`src/rtl/alu_share_arbiter.sv`:
```
// alu_share_arbiter: round-robin sharing of one external ALU between two valid/ready requesters
// Ports:
//   clk, reset_n                 clock, asynchronous active-low reset
//   req{0,1}_valid/ready         request handshake; ready is combinational, high only in IDLE
//   req{0,1}_ctl/a/b             request op and operands, latched on accept
//   rsp{0,1}_valid/ready         response handshake; only the owner's valid rises
//   rsp{0,1}_result/zero         captured ALU result and zero flag
//   alu_ctl/alu_a/alu_b          latched op driven to the external ALU (held between ops)
//   alu_out/alu_zero             combinational ALU result, captured at the end of EXEC
module alu_share_arbiter #(
  parameter int DATA_W = 32,
  parameter int CTL_W  = 4
) (
  input  logic              clk,
  input  logic              reset_n,
  input  logic              req0_valid,
  output logic              req0_ready,
  input  logic [CTL_W-1:0]  req0_ctl,
  input  logic [DATA_W-1:0] req0_a,
  input  logic [DATA_W-1:0] req0_b,
  output logic              rsp0_valid,
  input  logic              rsp0_ready,
  output logic [DATA_W-1:0] rsp0_result,
  output logic              rsp0_zero,
  input  logic              req1_valid,
  output logic              req1_ready,
  input  logic [CTL_W-1:0]  req1_ctl,
  input  logic [DATA_W-1:0] req1_a,
  input  logic [DATA_W-1:0] req1_b,
  output logic              rsp1_valid,
  input  logic              rsp1_ready,
  output logic [DATA_W-1:0] rsp1_result,
  output logic              rsp1_zero,
  output logic [CTL_W-1:0]  alu_ctl,
  output logic [DATA_W-1:0] alu_a,
  output logic [DATA_W-1:0] alu_b,
  input  logic [DATA_W-1:0] alu_out,
  input  logic              alu_zero
);
  typedef enum logic [1:0] {IDLE, EXEC, RESP} state_t;
  state_t             state;
  logic               last_grant;
  logic               owner;
  logic [CTL_W-1:0]   op_ctl;
  logic [DATA_W-1:0]  op_a;
  logic [DATA_W-1:0]  op_b;
  logic [DATA_W-1:0]  result;
  logic               zero;
  logic               grant0;
  logic               grant1;
  // On a tie the port that did not win last time is granted
  always_comb begin
    grant0 = req0_valid & (~req1_valid | last_grant);
    grant1 = req1_valid & (~req0_valid | ~last_grant);
  end
  assign req0_ready  = (state == IDLE) & grant0;
  assign req1_ready  = (state == IDLE) & grant1;
  assign rsp0_valid  = (state == RESP) & ~owner;
  assign rsp1_valid  = (state == RESP) & owner;
  assign rsp0_result = result;
  assign rsp1_result = result;
  assign rsp0_zero   = zero;
  assign rsp1_zero   = zero;
  assign alu_ctl     = op_ctl;
  assign alu_a       = op_a;
  assign alu_b       = op_b;
  always_ff @(posedge clk or negedge reset_n) begin
    if (!reset_n) begin
      state      <= IDLE;
      last_grant <= 1'b1;
      owner      <= 1'b0;
      op_ctl     <= '0;
      op_a       <= '0;
      op_b       <= '0;
      result     <= '0;
      zero       <= 1'b0;
    end else begin
      case (state)
        IDLE: if (req0_ready | req1_ready) begin
          op_ctl     <= req1_ready ? req1_ctl : req0_ctl;
          op_a       <= req1_ready ? req1_a : req0_a;
          op_b       <= req1_ready ? req1_b : req0_b;
          owner      <= req1_ready;
          last_grant <= req1_ready;
          state      <= EXEC;
        end
        EXEC: begin
          result <= alu_out;
          zero   <= alu_zero;
          state  <= RESP;
        end
        RESP: if (owner ? rsp1_ready : rsp0_ready) state <= IDLE;
        default: state <= IDLE;
      endcase
    end
  end
endmodule

```
`config.mk`:
```
export PLATFORM = sky130hd
export DESIGN_NAME = alu_share_arbiter
export DESIGN_NICKNAME = d
export VERILOG_FILES = /design/src/rtl/alu_share_arbiter.sv
export SDC_FILE = /design/constraint.sdc
export NUM_CORES = 1
export LEC_CHECK = 0
export BUFFER_PORTS_ARGS = -buffer_cell sky130_fd_sc_hd__clkbuf_2
export CORE_AREA = 2 2 122 124
export CTS_CLUSTER_DIAMETER = 150
export DETAILED_ROUTE_END_ITERATION = 8
export DIE_AREA = 0 0 124 126
export PLACE_DENSITY_LB_ADDON = 0.25
export SLEW_MARGIN = 15
export SYNTH_ARGS = -nofsm -noshare
export SYNTH_HDL_FRONTEND = slang
export SYNTH_SLANG_ARGS = --single-unit
```
`constraint.sdc`:
```
create_clock -name clk -period 1.7 [get_ports clk]
set_input_delay 0.17 -clock clk [delete_from_list [all_inputs] [get_ports clk]]
set_output_delay 0.17 -clock clk [all_outputs]
set_load 0.005 [all_outputs]
```
### After elaboration in Yosys (flattened, before gate mapping)

Index checks and enable logic that the tools add are counted.

| operators by class | value |
|---|---|
| reduce and logical (&&, ||, !) cells | 3 |
| $mul | 0 |
| bitwise gates (word level) | 13 |
| $lt $le $gt $ge | 0 |
| shifts and indexed selects | 0 |
| muxes and demuxes | 7 |
| div/mod/pow operators | 0 |
| $add $sub $neg | 0 |
| eq/ne operators | 4 |

Operators by type and width:

| kind | count |
|---|---|
| 2-to-1 mux 32 bit | 2 |
| bitwise AND 1 bit | 6 |
| case mux 2 bit (3 select lines) | 1 |
| 2-to-1 mux 2 bit | 2 |
| 2-to-1 mux 4 bit | 1 |
| != test 2 x 1 -> 1 bit (second input constant) | 2 |
| NOT 1 bit | 4 |
| AND reduction 2 bit | 2 |
| OR 1 bit | 3 |
| equality test 2 x 1 -> 1 bit (second input constant) | 1 |
| equality test 2 bit (second input constant) | 1 |
| logical NOT 2 bit | 1 |
| 2-to-1 mux 1 bit | 1 |

| storage, ports and cells | value |
|---|---|
| bits in read-only memories | 0 |
| memories | 0 |
| latch bits | 0 |
| register bits after elaboration | 105 |
| output and inout bits | 138 |
| RAM bits | 0 |

### Longest topological paths before layout

| logic depth | value |
|---|---|
| depth after elaboration | 7 |
| gate-level depth with buffers | 6 |
| mapped depth without buffers | 3 |

### Least setup slack after synthesis

No wires, ideal clock.

| timing | value |
|---|---|
| path type | register to register |
| start point | register last_grant |
| end point | register op_a[2], in the netlist alu_a[2] |
| data required time | 1.572 ns |
| arrival | 1.315 ns |
| period minus slack after synthesis | 1.442 ns |
| stages on the path, launching flop included | 7 |
| setup slack | 0.258 ns |
| path buffers | 3 |
| cell sequence | dfstp_2 buf_4 nand2_4 clkbuf_2 clkbuf_2 and3_2 nand3b_1 |

| between the ends | value |
|---|---|
| cells in the longest elaborated chain, start to end | 6 |

RTL lines:

| item | line | text |
|---|---|---|
| start, declared | 42 | `logic last_grant;` |
| start signal, assigned | 84 | `last_grant <= req1_ready;` |
| NOT 1 bit | 54 | `grant1 = req1_valid & (~req0_valid \| ~last_grant);` |
| OR 1 bit | 54 |  |
| bitwise AND 1 bit | 54 |  |
| bitwise AND 1 bit | 57 | `assign req1_ready = (state == IDLE) & grant1;` |
| OR 1 bit | 79 | `IDLE: if (req0_ready \| req1_ready) begin` |
| AND reduction 2 bit (no source line) | -- |  |
| end signal, assigned | 81 | `op_a <= req1_ready ? req1_a : req0_a;` |
| end, declared | 45 | `logic [DATA_W-1:0] op_a;` |

Several ways; a longest one is shown, not always the timed one.
A chain may end at the register's enable or synchronous reset.

### Worst setup path after layout

| timing | value |
|---|---|
| start point | register last_grant |
| end point | output req1_ready |

| between the ends | value |
|---|---|
| cells in the longest elaborated chain, start to end | 4 |

RTL lines:

| item | line | text |
|---|---|---|
| NOT 1 bit | 54 |  |
| OR 1 bit | 54 |  |
| bitwise AND 1 bit | 54 |  |
| bitwise AND 1 bit | 57 |  |
| end, declared | 26 | `output logic req1_ready,` |

Every way passes these cells.

==> metrics.sh <==
SYNTH_CELLS=525
COUNT_OF_ROUTING_VIOLATIONS_AFTER_THE_OPENING_DETAILED_ROUTE_ITERATION=410
ASYNCSETRESETFLOPFRACSYNTH_PCT=100
FINAL.MIN_CLOCK_PERIOD_NS=1.65
UTILIZATION_PCT=52.3
R2R_CELLS=4
FIN_AREA_MM2=0.00748
REPLACE_CONGESTION=0.746
DRV_CAP=0
ROUTED_VIA_DENSITY=5.64
DRCVIOLATIONCOUNT=0
CTS_MAX_LEVEL=3
NUM_ANTENNA_CELLS=0
CLOCK_LATENCY_NS=0.34
AVGSYNTHCELLAREA_UM2=10.7
CRIT_ARRIVAL_NS=1.48
DESIGN.DIE.AREA_MM2=0.0156
INITIAL_CORE_UTIL_PCT=39.2
SYNTH_TOP_CELLS_BY_COUNT='104 x sky130_fd_sc_hd__dfrtp_1, 68 x sky130_fd_sc_hd__nand3b_1, 68 x sky130_fd_sc_hd__o2111ai_1'
NUMPORTBUFFERS=312
NUMBER_OF_ANTENNA_VIOLATIONS_AT_THE_FIRST_CHECK_IN_GLOBAL_ROUTING=0
TRITONCTS_NUM_SINKS=105
WORST_PIN_SLEW_NS=0.559
DR.PASS1.ITERS=7
YS_FF_LATCH=105
DIE_WIDTH_UM=124
WIRELENGTH_UM=19400
WORST_R2R_ENDPOINT='alu_b[0]$_DFFE_PN0P_'
MAX_SLEW_HEADROOM_PCT=62.7
SETUP.WORST_PATH.END_CLASS='primary output'
YS_TYPES=28
CLK_ROOT_BUFFER_CELL='sky130_fd_sc_hd__clkbuf_16'
TRITONCTS='yes'
MAXCLOCKFREQUENCY_GHz=0.607
CTS_INSERTED_BUFFERS=9
HP-START='alu_out[9]'
GRT_PASS1_WL_UM=28700
REQUIRED_NS=1.53
FILLCELLCOUNT=1323
SYNTH_WARNINGS=0
TIMING.FINAL.SETUP_VIOLATIONS=0
WORSTSETUPSTARTPOINTTYPE='register'
HPWL_UM=12700
WORST_SETUP_SLACK_AFTER_PLACEMENT_NS=0.0944
PLACED_CELLS_INCL_TAPS=945
GRT_START_MAX_NET_PINS=47
PLACED_AREA_MM2=0.00704
SETUP_SLACK_NS=0.0522
WORST_HOLD_PATH.NUM_CELLS=2
POST_ROUTE_ANT_NETS=0
POWER-PER-CELL-AREA_mW_PER_MM2=1760
SYN_NETS=700
AREA.GROWTH.SYNTH_TO_FINAL_PCT=33.2
FINAL_NET_COUNT=955
CLOCK_SKEW_NS=0.00488
SYNTH_ENABLE_FLOP_CELLS=0
OVERFLOW=0
TIMING_MAX_TRANSITION_VIOLATIONS_FINAL=0
NUM_VIAS=5462
SYNTHTOPCELLSBYAREA='sky130_fd_sc_hd__dfrtp_1 46%, sky130_fd_sc_hd__o2111ai_1 11%, sky130_fd_sc_hd__nand3b_1 9.1%'
RUN_STATUS='finished, final reports clean'
SYN-CELL-AREA_MM2=0.00562
YS.FLOP_TYPE='sky130_fd_sc_hd__dfrtp_1'
CRITPATHMAXFANOUT=18
IOPINCOUNT=313
SYNTHDOMINANTCELLAREASHARE_PCT=46.3
GRT_PASS1_VIAS=5365
TOTALPOWERFINAL_uW=13200
MOST_INSTANTIATED_LIBRARY_CELL_AFTER_SYNTHESIS='sky130_fd_sc_hd__dfrtp_1'
CLOCKBUFFERDEPTH=2
HOLD_VIOL_FINAL=0
SYNTH_LARGEST_AREA_CELL='sky130_fd_sc_hd__dfrtp_1'
TIMING.RR.START='state[1]$_DFFE_PN0P_'
RRSETUPSLACK_NS=0.15
VDD_IR_DROP_MAX_mV=0.534
ROUTE.DETAILED.WL_PER_INST_UM=20.0
PLACEABLECOREAREA_MM2=0.0143
WHS_ENDPOINT='rsp0_result[9]$_DFFE_PN0N_'
LAYOUT-DRIVE-GT1-SHARE_PCT=51.2
FINISH.CELL_COUNT_WITHOUT_FILLERS=969
POST-ROUTE-PERIOD-UTIL_PCT=96.9
PLACEMENT_ROWS=44
GRT.TOTAL_USAGE_PCT=24.0
SYNTH.YOSYS.SEQ_AREA_SHARE_PCT=46.8
CTS.REPORTEDPATHS.CLKPINSLEW_NS=0.07
PATH_CLASS='register to primary output'
DIEHEIGHT_UM=126
HOLD_PATH_CLASS='primary input to register'
STATIC_LEAKAGE_uW=0.00387
==> power breakdown <==
part	switching [µW]	total, µW	internal [µW]
registers	849	4620	3770
clock network	948	2130	1180
logic	3370	6410	3040
total	5170	13200	7990
==> layout by cell type (no fill, tap or decap), types with 6 or more instances in the layout <==
cell type                     n
sky130_fd_sc_hd__clkbuf_2   310
sky130_fd_sc_hd__dfrtp_1    104
sky130_fd_sc_hd__o2111ai_1   68
sky130_fd_sc_hd__nand3b_1    68
sky130_fd_sc_hd__and3_1      62
sky130_fd_sc_hd__o21ai_0     51
sky130_fd_sc_hd__mux2_2      34
sky130_fd_sc_hd__o21ai_1     18
sky130_fd_sc_hd__buf_4       18
sky130_fd_sc_hd__clkbuf_16    9
sky130_fd_sc_hd__and3_2       6
sky130_fd_sc_hd__buf_12       6
==> cells by family after synthesis <==
kind of cell / after synthesis / synth area share, %
AND/OR/NAND/NOR: 148 / 18.4
AO/OA/AOI/OAI: 140 / 17.2
multiplexers: 34 / 6.82
flip-flops: 105 / 46.8
buffers and inverters: 98 / 10.8
==> state kept, by name (all words and copies together) (netlist names) <==
signal,flops
alu_b,32
last_grant,1
alu_ctl,4
owner,1
rsp0_result,32
alu_a,32
state,2
rsp0_zero,1
==> stage by stage <==
stage,hold slack (ns),setup TNS [ns]
floorplan,-0.126,0
global placement,0.187,0
detailed placement,0.199,0
CTS,0.0378,0
global route,0.0415,-0.00268
finish,0.0521,0
==> worst max-delay path, cell delays in order, from the launching register on <==
cell and delay [ns]:
sky130_fd_sc_hd__dfstp_2 0.66, sky130_fd_sc_hd__nand2_8 0.16, sky130_fd_sc_hd__and2_4 0.20, sky130_fd_sc_hd__buf_6 0.11
==> final cells by class <==
| cell class | instances | area [µm²] | area share, % |
|---|---|---|---|
| multi-input combinational | 324 | 2430 | 32.4 |
| sequential | 105 | 2630 | 35.1 |
| timing repair buffer | 338 | 1890 | 25.3 |
| tap | 184 | 230 | 3.08 |
| clock inverter | 5 | 55.1 | 0.736 |
| clock buffer | 11 | 243 | 3.24 |
| inverter | 2 | 7.51 | 0.100 |
==> routing by layer <==
| metal | vias up | GRT usage [%] | wire, µm |
|---|---|---|---|
| li1 | 2470 | - | - |
| met1 | 2617 | 29.2 | 7660 |
| met2 | 337 | 40.2 | 9350 |
| met3 | 38 | 5.71 | 1840 |
| met4 | 0 | 10.4 | 541 |
| met5 | - | 0 | 0 |
==> timing repair <==
item | 4_1_cts | 5_1_grt
buffers inserted | 1 | 2
hold buffers | 1 | 0
resized for setup | 1 | 2
setup endpoints to repair | 2 | 2
hold endpoints to repair | 33 | 0
pin swaps | 1 | 1
gates cloned | 3 | 1
==> worst max-delay path by stage <==
stage                                 from  slack [ns]              endpoint
floorplan           last_grant$_DFFE_PN1P_        0.26  alu_a[2]$_DFFE_PN0P_
global placement    last_grant$_DFFE_PN1P_        0.13  alu_a[2]$_DFFE_PN0P_
detailed placement  last_grant$_DFFE_PN1P_        0.09  alu_a[7]$_DFFE_PN0P_
CTS                 last_grant$_DFFE_PN1P_        0.01            req1_ready
global route        last_grant$_DFFE_PN1P_      -0.003            req1_ready
finish              last_grant$_DFFE_PN1P_        0.05            req1_ready
Power figures use the tool's default switching activity.
